### config.mk
export PLATFORM = sky130hd
export DESIGN_NAME = control_unit
export DESIGN_NICKNAME = d
export VERILOG_FILES = /design/src/rtl/control_unit.sv
export SDC_FILE = /design/constraint.sdc
export NUM_CORES = 1
export LEC_CHECK = 0
export ABC_AREA = 1
export CORE_MARGIN = 2
export CORE_UTILIZATION = 33
export DETAILED_ROUTE_END_ITERATION = 8
export HOLD_SLACK_MARGIN = 0.1
export PLACE_DENSITY = 0.88
export SLEW_MARGIN = 20
export SYNTH_ARGS = -nofsm -noshare
export SYNTH_HDL_FRONTEND = slang
export SYNTH_SLANG_ARGS = --single-unit
### constraint.sdc
create_clock -name Clock -period 0.92 [get_ports Clock]
set_input_delay 0.092 -clock Clock [delete_from_list [all_inputs] [get_ports Clock]]
set_output_delay 0.092 -clock Clock [all_outputs]
set_load 0.005 [all_outputs]
### src/rtl/control_unit.sv
// Single-cycle MIPS-subset control decoder with sticky illegal-instruction flag.
// Optional macro CTRL_REG_OUT_EN registers every decode output (1-cycle latency).
module control_unit (
  input  logic       Clock,
  input  logic       Reset,
  input  logic [5:0] Opcode,
  input  logic [5:0] Funct,
  input  logic       Cmp_RsRt,
  output logic [1:0] PCSrc,
  output logic       IF_Flush,
  output logic       SignExt,
  output logic       NoDest,
  output logic [2:0] ALUCtrl,
  output logic       ALUSrc,
  output logic       RegDst,
  output logic       MemWrite,
  output logic       MemRead,
  output logic       RegWrite,
  output logic       MemtoReg,
  output logic       Branch,
  output logic       Link,
  output logic       MfHi,
  output logic       Illegal,
  output logic       IllegalSeen
);

  localparam int unsigned OP_W  = 6;
  localparam int unsigned ALU_W = 3;
  localparam int unsigned PC_W  = 2;

  localparam logic [OP_W-1:0] OP_RTYPE = 6'b000000;
  localparam logic [OP_W-1:0] OP_R2    = 6'b011100;
  localparam logic [OP_W-1:0] OP_ADDI  = 6'b001000;
  localparam logic [OP_W-1:0] OP_ORI   = 6'b001101;
  localparam logic [OP_W-1:0] OP_LUI   = 6'b001111;
  localparam logic [OP_W-1:0] OP_BEQ   = 6'b000100;
  localparam logic [OP_W-1:0] OP_BNE   = 6'b000101;
  localparam logic [OP_W-1:0] OP_J     = 6'b000010;
  localparam logic [OP_W-1:0] OP_JAL   = 6'b000011;
  localparam logic [OP_W-1:0] OP_LW    = 6'b100011;
  localparam logic [OP_W-1:0] OP_SW    = 6'b101011;

  localparam logic [OP_W-1:0] FN_ADD  = 6'b100000;
  localparam logic [OP_W-1:0] FN_SUB  = 6'b100010;
  localparam logic [OP_W-1:0] FN_SLT  = 6'b101010;
  localparam logic [OP_W-1:0] FN_SLL  = 6'b000000;
  localparam logic [OP_W-1:0] FN_DIV  = 6'b011010;
  localparam logic [OP_W-1:0] FN_MFHI = 6'b010000;
  localparam logic [OP_W-1:0] FN_JR   = 6'b001000;
  localparam logic [OP_W-1:0] FN_MUL  = 6'b000010;

  localparam logic [ALU_W-1:0] ALU_ADD = 3'b000;
  localparam logic [ALU_W-1:0] ALU_SUB = 3'b001;
  localparam logic [ALU_W-1:0] ALU_OR  = 3'b010;
  localparam logic [ALU_W-1:0] ALU_SLT = 3'b011;
  localparam logic [ALU_W-1:0] ALU_SLL = 3'b100;
  localparam logic [ALU_W-1:0] ALU_LUI = 3'b101;
  localparam logic [ALU_W-1:0] ALU_MUL = 3'b110;
  localparam logic [ALU_W-1:0] ALU_DIV = 3'b111;

  localparam logic [PC_W-1:0] PC_SEQ    = 2'b00;
  localparam logic [PC_W-1:0] PC_BRANCH = 2'b01;
  localparam logic [PC_W-1:0] PC_JUMP   = 2'b10;
  localparam logic [PC_W-1:0] PC_REG    = 2'b11;

  typedef struct packed {
    logic [PC_W-1:0]  pcsrc;
    logic             if_flush;
    logic             sign_ext;
    logic             no_dest;
    logic [ALU_W-1:0] alu_ctrl;
    logic             alu_src;
    logic             reg_dst;
    logic             mem_write;
    logic             mem_read;
    logic             reg_write;
    logic             mem_to_reg;
    logic             branch;
    logic             link;
    logic             mfhi;
    logic             illegal;
  } ctrl_t;

  ctrl_t ctrl_d;
  ctrl_t ctrl_out;
  logic  illegal_seen_q;

  // Instruction decode; anything not matched collapses to an illegal NOP.
  always_comb begin
    ctrl_d = '0;
    case (Opcode)
      OP_RTYPE: begin
        case (Funct)
          FN_ADD: begin
            ctrl_d.reg_dst   = 1'b1;
            ctrl_d.reg_write = 1'b1;
            ctrl_d.alu_ctrl  = ALU_ADD;
          end
          FN_SUB: begin
            ctrl_d.reg_dst   = 1'b1;
            ctrl_d.reg_write = 1'b1;
            ctrl_d.alu_ctrl  = ALU_SUB;
          end
          FN_SLT: begin
            ctrl_d.reg_dst   = 1'b1;
            ctrl_d.reg_write = 1'b1;
            ctrl_d.alu_ctrl  = ALU_SLT;
          end
          FN_SLL: begin
            ctrl_d.reg_dst   = 1'b1;
            ctrl_d.reg_write = 1'b1;
            ctrl_d.alu_ctrl  = ALU_SLL;
          end
          FN_DIV: ctrl_d.alu_ctrl = ALU_DIV;
          FN_MFHI: begin
            ctrl_d.reg_dst   = 1'b1;
            ctrl_d.reg_write = 1'b1;
            ctrl_d.mfhi      = 1'b1;
          end
          FN_JR:   ctrl_d.pcsrc   = PC_REG;
          default: ctrl_d.illegal = 1'b1;
        endcase
      end
      OP_R2: begin
        if (Funct == FN_MUL) begin
          ctrl_d.reg_dst   = 1'b1;
          ctrl_d.reg_write = 1'b1;
          ctrl_d.alu_ctrl  = ALU_MUL;
        end else begin
          ctrl_d.illegal = 1'b1;
        end
      end
      OP_ADDI: begin
        ctrl_d.alu_src   = 1'b1;
        ctrl_d.sign_ext  = 1'b1;
        ctrl_d.reg_write = 1'b1;
        ctrl_d.alu_ctrl  = ALU_ADD;
      end
      OP_ORI: begin
        ctrl_d.alu_src   = 1'b1;
        ctrl_d.reg_write = 1'b1;
        ctrl_d.alu_ctrl  = ALU_OR;
      end
      OP_LUI: begin
        ctrl_d.alu_src   = 1'b1;
        ctrl_d.reg_write = 1'b1;
        ctrl_d.alu_ctrl  = ALU_LUI;
      end
      OP_LW: begin
        ctrl_d.alu_src    = 1'b1;
        ctrl_d.sign_ext   = 1'b1;
        ctrl_d.mem_read   = 1'b1;
        ctrl_d.mem_to_reg = 1'b1;
        ctrl_d.reg_write  = 1'b1;
        ctrl_d.alu_ctrl   = ALU_ADD;
      end
      OP_SW: begin
        ctrl_d.alu_src   = 1'b1;
        ctrl_d.sign_ext  = 1'b1;
        ctrl_d.mem_write = 1'b1;
        ctrl_d.alu_ctrl  = ALU_ADD;
      end
      OP_BEQ, OP_BNE: begin
        ctrl_d.branch   = 1'b1;
        ctrl_d.sign_ext = 1'b1;
        ctrl_d.alu_ctrl = ALU_SUB;
        // bne takes the branch on inequality, beq on equality
        if (Cmp_RsRt ^ (Opcode == OP_BNE)) ctrl_d.pcsrc = PC_BRANCH;
      end
      OP_J: ctrl_d.pcsrc = PC_JUMP;
      OP_JAL: begin
        ctrl_d.pcsrc     = PC_JUMP;
        ctrl_d.reg_write = 1'b1;
        ctrl_d.link      = 1'b1;
      end
      default: ctrl_d.illegal = 1'b1;
    endcase
    ctrl_d.no_dest  = ~ctrl_d.reg_write;
    ctrl_d.if_flush = (ctrl_d.pcsrc != PC_SEQ);
  end

`ifdef CTRL_REG_OUT_EN
  ctrl_t ctrl_q;

  // Registered outputs; reset parks them at the NOP pattern (only NoDest high).
  always_ff @(posedge Clock or negedge Reset) begin
    if (!Reset) begin
      ctrl_q <= '{no_dest: 1'b1, default: '0};
    end else begin
      ctrl_q <= ctrl_d;
    end
  end

  assign ctrl_out = ctrl_q;
`else
  assign ctrl_out = ctrl_d;
`endif

  // Sticky flag sampled from the visible Illegal output.
  always_ff @(posedge Clock or negedge Reset) begin
    if (!Reset) begin
      illegal_seen_q <= 1'b0;
    end else if (ctrl_out.illegal) begin
      illegal_seen_q <= 1'b1;
    end
  end

  assign PCSrc       = ctrl_out.pcsrc;
  assign IF_Flush    = ctrl_out.if_flush;
  assign SignExt     = ctrl_out.sign_ext;
  assign NoDest      = ctrl_out.no_dest;
  assign ALUCtrl     = ctrl_out.alu_ctrl;
  assign ALUSrc      = ctrl_out.alu_src;
  assign RegDst      = ctrl_out.reg_dst;
  assign MemWrite    = ctrl_out.mem_write;
  assign MemRead     = ctrl_out.mem_read;
  assign RegWrite    = ctrl_out.reg_write;
  assign MemtoReg    = ctrl_out.mem_to_reg;
  assign Branch      = ctrl_out.branch;
  assign Link        = ctrl_out.link;
  assign MfHi        = ctrl_out.mfhi;
  assign Illegal     = ctrl_out.illegal;
  assign IllegalSeen = illegal_seen_q;

endmodule

==> reports/results.txt, run 1 <==
sequential area share after synthesis: 5.52%
dpl ws: -965 ps
Syn Area/Cell: 4.87 um^2
FF+latch count, synth: 1
post-synthesis instance area: 453 um^2
Run Error: [ERROR DPL-0038] Utilization greater than 100%, impossible to legalize
outcome: did not finish
synth unique cells: 18
Die X: 41.0 um
PortBufs: 33
Die H: 41.0 um
Mapped Cells: 93
Hold-fix buffers, CTS: 0
post-CTS sizing: 197
DPL Wire Length: 1350 um
GPL Wtd Cong: 0.815
Post-DP Area: 930 um^2
Synth warnings: 0
Starting Density: 35.2%
Stopped at: 4_1_cts
FP Rows: 13
# IOs: 34
Setup Buffers After CTS: 25
Mapped Nets: 108
-- cell families after synthesis --
kind of cell / after synthesis / share of synthesized area (%)
buffers and inverters: 20 / 17.4
AO/OA/AOI/OAI: 1 / 1.10
flip-flops: 1 / 5.52
AND/OR/NAND/NOR: 71 / 76.0
-- through the flow --
| step | TNS [ps] | instances | hold WS (ps) |
|---|---|---|---|
| after detailed placement | -16670 | 158 | 252 |
| after global placement | -16300 | 158 | 241 |
| after floorplan | 0 | 93 | -204 |
-- synthesized netlist by cell type --
| master | instances | share of area, % |
|---|---|---|
| nand2_1 | 23 | 19 |
| nor2_1 | 21 | 17 |
| inv_1 | 15 | 12 |
| nand3_1 | 11 | 12 |
| inv_2 | 4 | 3.3 |
| nand4_1 | 4 | 5.5 |
| nor2_2 | 3 | 4.1 |
| nor3_2 | 2 | 4.4 |
| buf_4 | 1 | 1.7 |
| dfrtp_1 | 1 | 5.5 |
| nand3_2 | 1 | 2.2 |
| nand3b_1 | 1 | 1.7 |
| nand4_2 | 1 | 2.8 |
| nor2_4 | 1 | 2.5 |
| nor3_1 | 1 | 1.1 |
| nor3b_1 | 1 | 1.7 |
| nor4_1 | 1 | 1.4 |
| o21ai_1 | 1 | 1.1 |
==> run 2, diff against run 1 <==
Settings changed: CORE_AREA set to 2 2 63 65, CORE_MARGIN 2 to unset, CORE_UTILIZATION 33 to unset, DIE_AREA set to 0 0 65 67, HOLD_SLACK_MARGIN 0.1 to unset, PLACE_DENSITY 0.88 to unset, PLACE_DENSITY_LB_ADDON set to 0.15.
==> run 2 against run 1 <==
The flow now finishes, with violations (negative setup slack). Synthesized area unchanged. Synthesized cell count unchanged.
==> reports/results.txt, run 2 <==
outcome: finished, violations left
failing checks: negative setup slack
RSZ-0062 raised after global routing: true
Layout Skew: 0 ps
switching share of power: 43.0%
crit start category: input port
Clk pin slew, worst setup/hold paths: 0 ps
Synth top cells by count: nand2_1 (23), nor2_1 (21), inv_1 (15)
Synth warnings: 0 (unchanged)
Syn Area/Cell: 4.87 um^2 (unchanged)
crit end category: output pin
met2 wire len: 1430 um
ant diodes: 0
largest family of logic cells by synthesized area: simple AND/OR/NAND/NOR gates
number of DRC markers in iteration 0: 17
# IOs: 34 (unchanged)
fin util: 39.9%
GPL Wtd Cong: 0.873 (+7.1%)
antenna-violating nets left: 0
Worst Path Buf+Inv: 5
Post-synth EDFFs: 0 (unchanged)
clock share of power: 0%
Largest register FFs: 1
Vias: 868
Die H: 67 um (+63%)
Starting Density: 12.6% (-23 points)
FF-to-FF End: IllegalSeen$_DFFE_PN0P_
Worst Setup EP: NoDest
Mapped Nets: 108 (unchanged)
FF+latch count, synth: 1 (unchanged)
First-pass DRT Iterations: 2
setup tns final: -3320 ps
Reg power frac: 10.2%
post-synthesis instance area: 453 um^2 (unchanged)
Comb power frac: 89.8%
synth unique cells: 18 (unchanged)
min Tclk post-route: 1200 ps
met3 wire length: 85 um
pwr dens: 304 nW/um^2
area share of xor/xnor cells in the synthesized design: 0% (unchanged)
Max FO, Critical Path: 4
crit-path max cell delay: 170 ps
DPL Wire Length: 1560 um (+15%)
Mapped Cells: 93 (unchanged)
Post-Synth Adder-Cell Area: 0% (unchanged)
Syn-to-layout area delta: 218%
Critical Path RT: 830 ps
most used standard cell by instance count after synthesis: nand2_1
dpl ws: -998 ps (-32.3 ps)
Routed WL: 2430 um
Synth area leader: nand2_1
antenna violations before repair: 0
complex-gate fraction of the synthesized area: 1.10% (unchanged)
Hold-fix buffers, CTS: 0 (unchanged)
Switch Pwr: 188 uW
Post-synth ARST share: 100% (unchanged)
Register-to-Register Path Depth: 2
leading cell type in the layout, fill and taps excluded: buf_4
fin crit share: 130%
Worst path depth: 10
vias in the first global route: 991
Final Setup Violations: 17
met1 wire length: 892 um
crit path DAT: 1110 ps
most frequent cells in the layout: buf_4 (30), buf_6 (23), buf_2 (19), nor2_4 (12), nand2_1 (11)
largest net degree at the start of global routing: 6
Yosys top cell area share: 19.1% (unchanged)
drt wl/cell: 11.1 um
PortBufs: 33 (unchanged)
top cells by area, synth: nand2_1 (19%), nor2_1 (17%), inv_1 (12%), nand3_1 (12%), dfrtp_1 (5.5%)
max-cap violations: 0
Worst R2R Setup Slack: 300 ps
Core Box Area: 3610 um^2
gr usage total: 11.5%
kind of cell adding the most delay to the critical path: buffers and inverters
Slew headroom: 79.0%
Cell Chain, Critical Path: buf_8, nor2_4, buf_4, nand3_2, nand2_2, buf_4, nor2_4, nand4_4, inv_2, buf_2
HP Class: in2async
internal power: 249 uW
post-synthesis mux area share: 0% (unchanged)
measured slew at the worst slew-check pin: 312 ps
die area: 4360 um^2
Skew-Pair Late Insertion Delay: 0 ps
FP Rows: 22 (+9)
vias per cell: 3.96
fin nets: 188
Max Clk Rate: 834 MHz
worst setup margin: -279 ps
Die X: 65 um (+58%)
uppermost routed layer: met4
RR Startpoint: IllegalSeen$_DFFE_PN0P_
simple-gate area share of the yosys netlist: 76.0% (unchanged)
grt total ovfl: 0
Synth Flop Type: dfrtp_1
CP startpoint: Opcode[4]
leakage power: 0.775 nW
CP max stage cell: nor2_4
Final Hold Viols: 0
worst vdd ir: 0.0000941 V
first-pass GRT wire length: 4090 um
Final Max Slew Viols: 0
layout cells sized above 1: 76.6%
CP Class: in2out
Post-route DRC: 0
sequential area share after synthesis: 5.52% (unchanged)
-- run 2: cell counts after synthesis --
No cell type changed its count.
-- run 2: power by group through the flow --
| stage | combinational (mW) | clock [mW] | sequential (mW) |
|---|---|---|---|
| 2_1_floorplan | 0.0763 | 0 | 0.0448 |
| 3_3_place_gp | 0.247 | 0 | 0.0448 |
| 3_5_place_dp | 0.248 | 0 | 0.0448 |
| 4_1_cts | 0.369 | 0 | 0.0448 |
| 5_1_grt | 0.421 | 0 | 0.0448 |
| 6_report | 0.392 | 0 | 0.0448 |
-- run 2: layer usage --
layer | up-vias | track usage (%)
met4 | 0 | 3.46
met5 | - | 0
met2 | 18 | 24.7
met3 | 2 | 0.676
li1 | 450 | -
met1 | 398 | 11.5
-- run 2: cells by family (layout without fill, tap and decap cells) --
logic type,Yosys count,in the layout
simple gates,71,71
flops,1,1
compound gates,1,1
buf+inv,20,98
-- run 2: area by class of cell --
type	count	area, um^2
multi-input cells	72	608
well taps	48	60.1
fillers	377	2170
flip-flops and latches	1	25.0
inverters	19	76.3
repair buffers	79	671
-- run 2: what timing repair did --
| item | CTS | global route |
|---|---|---|
| pin swaps | 33 | 15 |
| endpoints found under the setup margin | 19 | 20 |
| cloned | 0 | 0 |
| resized for setup | 204 | 22 |
| buffers inserted | 26 | 2 |
-- run 2: worst min-delay path by stage --
stage,startpoint,to,slack (ps),depth (start not counted)
finish,Reset,IllegalSeen$_DFFE_PN0P_,240,1
global route,Reset,IllegalSeen$_DFFE_PN0P_,250,1
CTS,Reset,IllegalSeen$_DFFE_PN0P_,240,1
detailed placement,Reset,IllegalSeen$_DFFE_PN0P_,250,1
global placement,Reset,IllegalSeen$_DFFE_PN0P_,240,1
floorplan,Reset,IllegalSeen$_DFFE_PN0P_,-200,0
-- run 2: per-stage QoR --
step                std cells  hold slack, ps  cell area (um^2)  total power [mW]
floorplan                  93            -204               453             0.121
global placement          192             241               978             0.292
detailed placement        192             246               978             0.292
CTS                       218             245              1360             0.414
global route              219             249              1440             0.466
finish                    219             242              1440             0.437
-- run 2: worst register-to-register path, delay by kind of cell (launching register included) --
| kind | cells | cell delay (ps) |
|---|---|---|
| flops | 1 | 350 |
| simple gates | 1 | 90 |
| buf+inv | 1 | 50 |
(Power assumes the default switching activity.)
==> run 3, diff against run 2 <==
Settings changed: HOLD_SLACK_MARGIN set to 0.03.
==> results of run 3 <==
The final DEF is identical to that of run 2; final timing and power are the same.
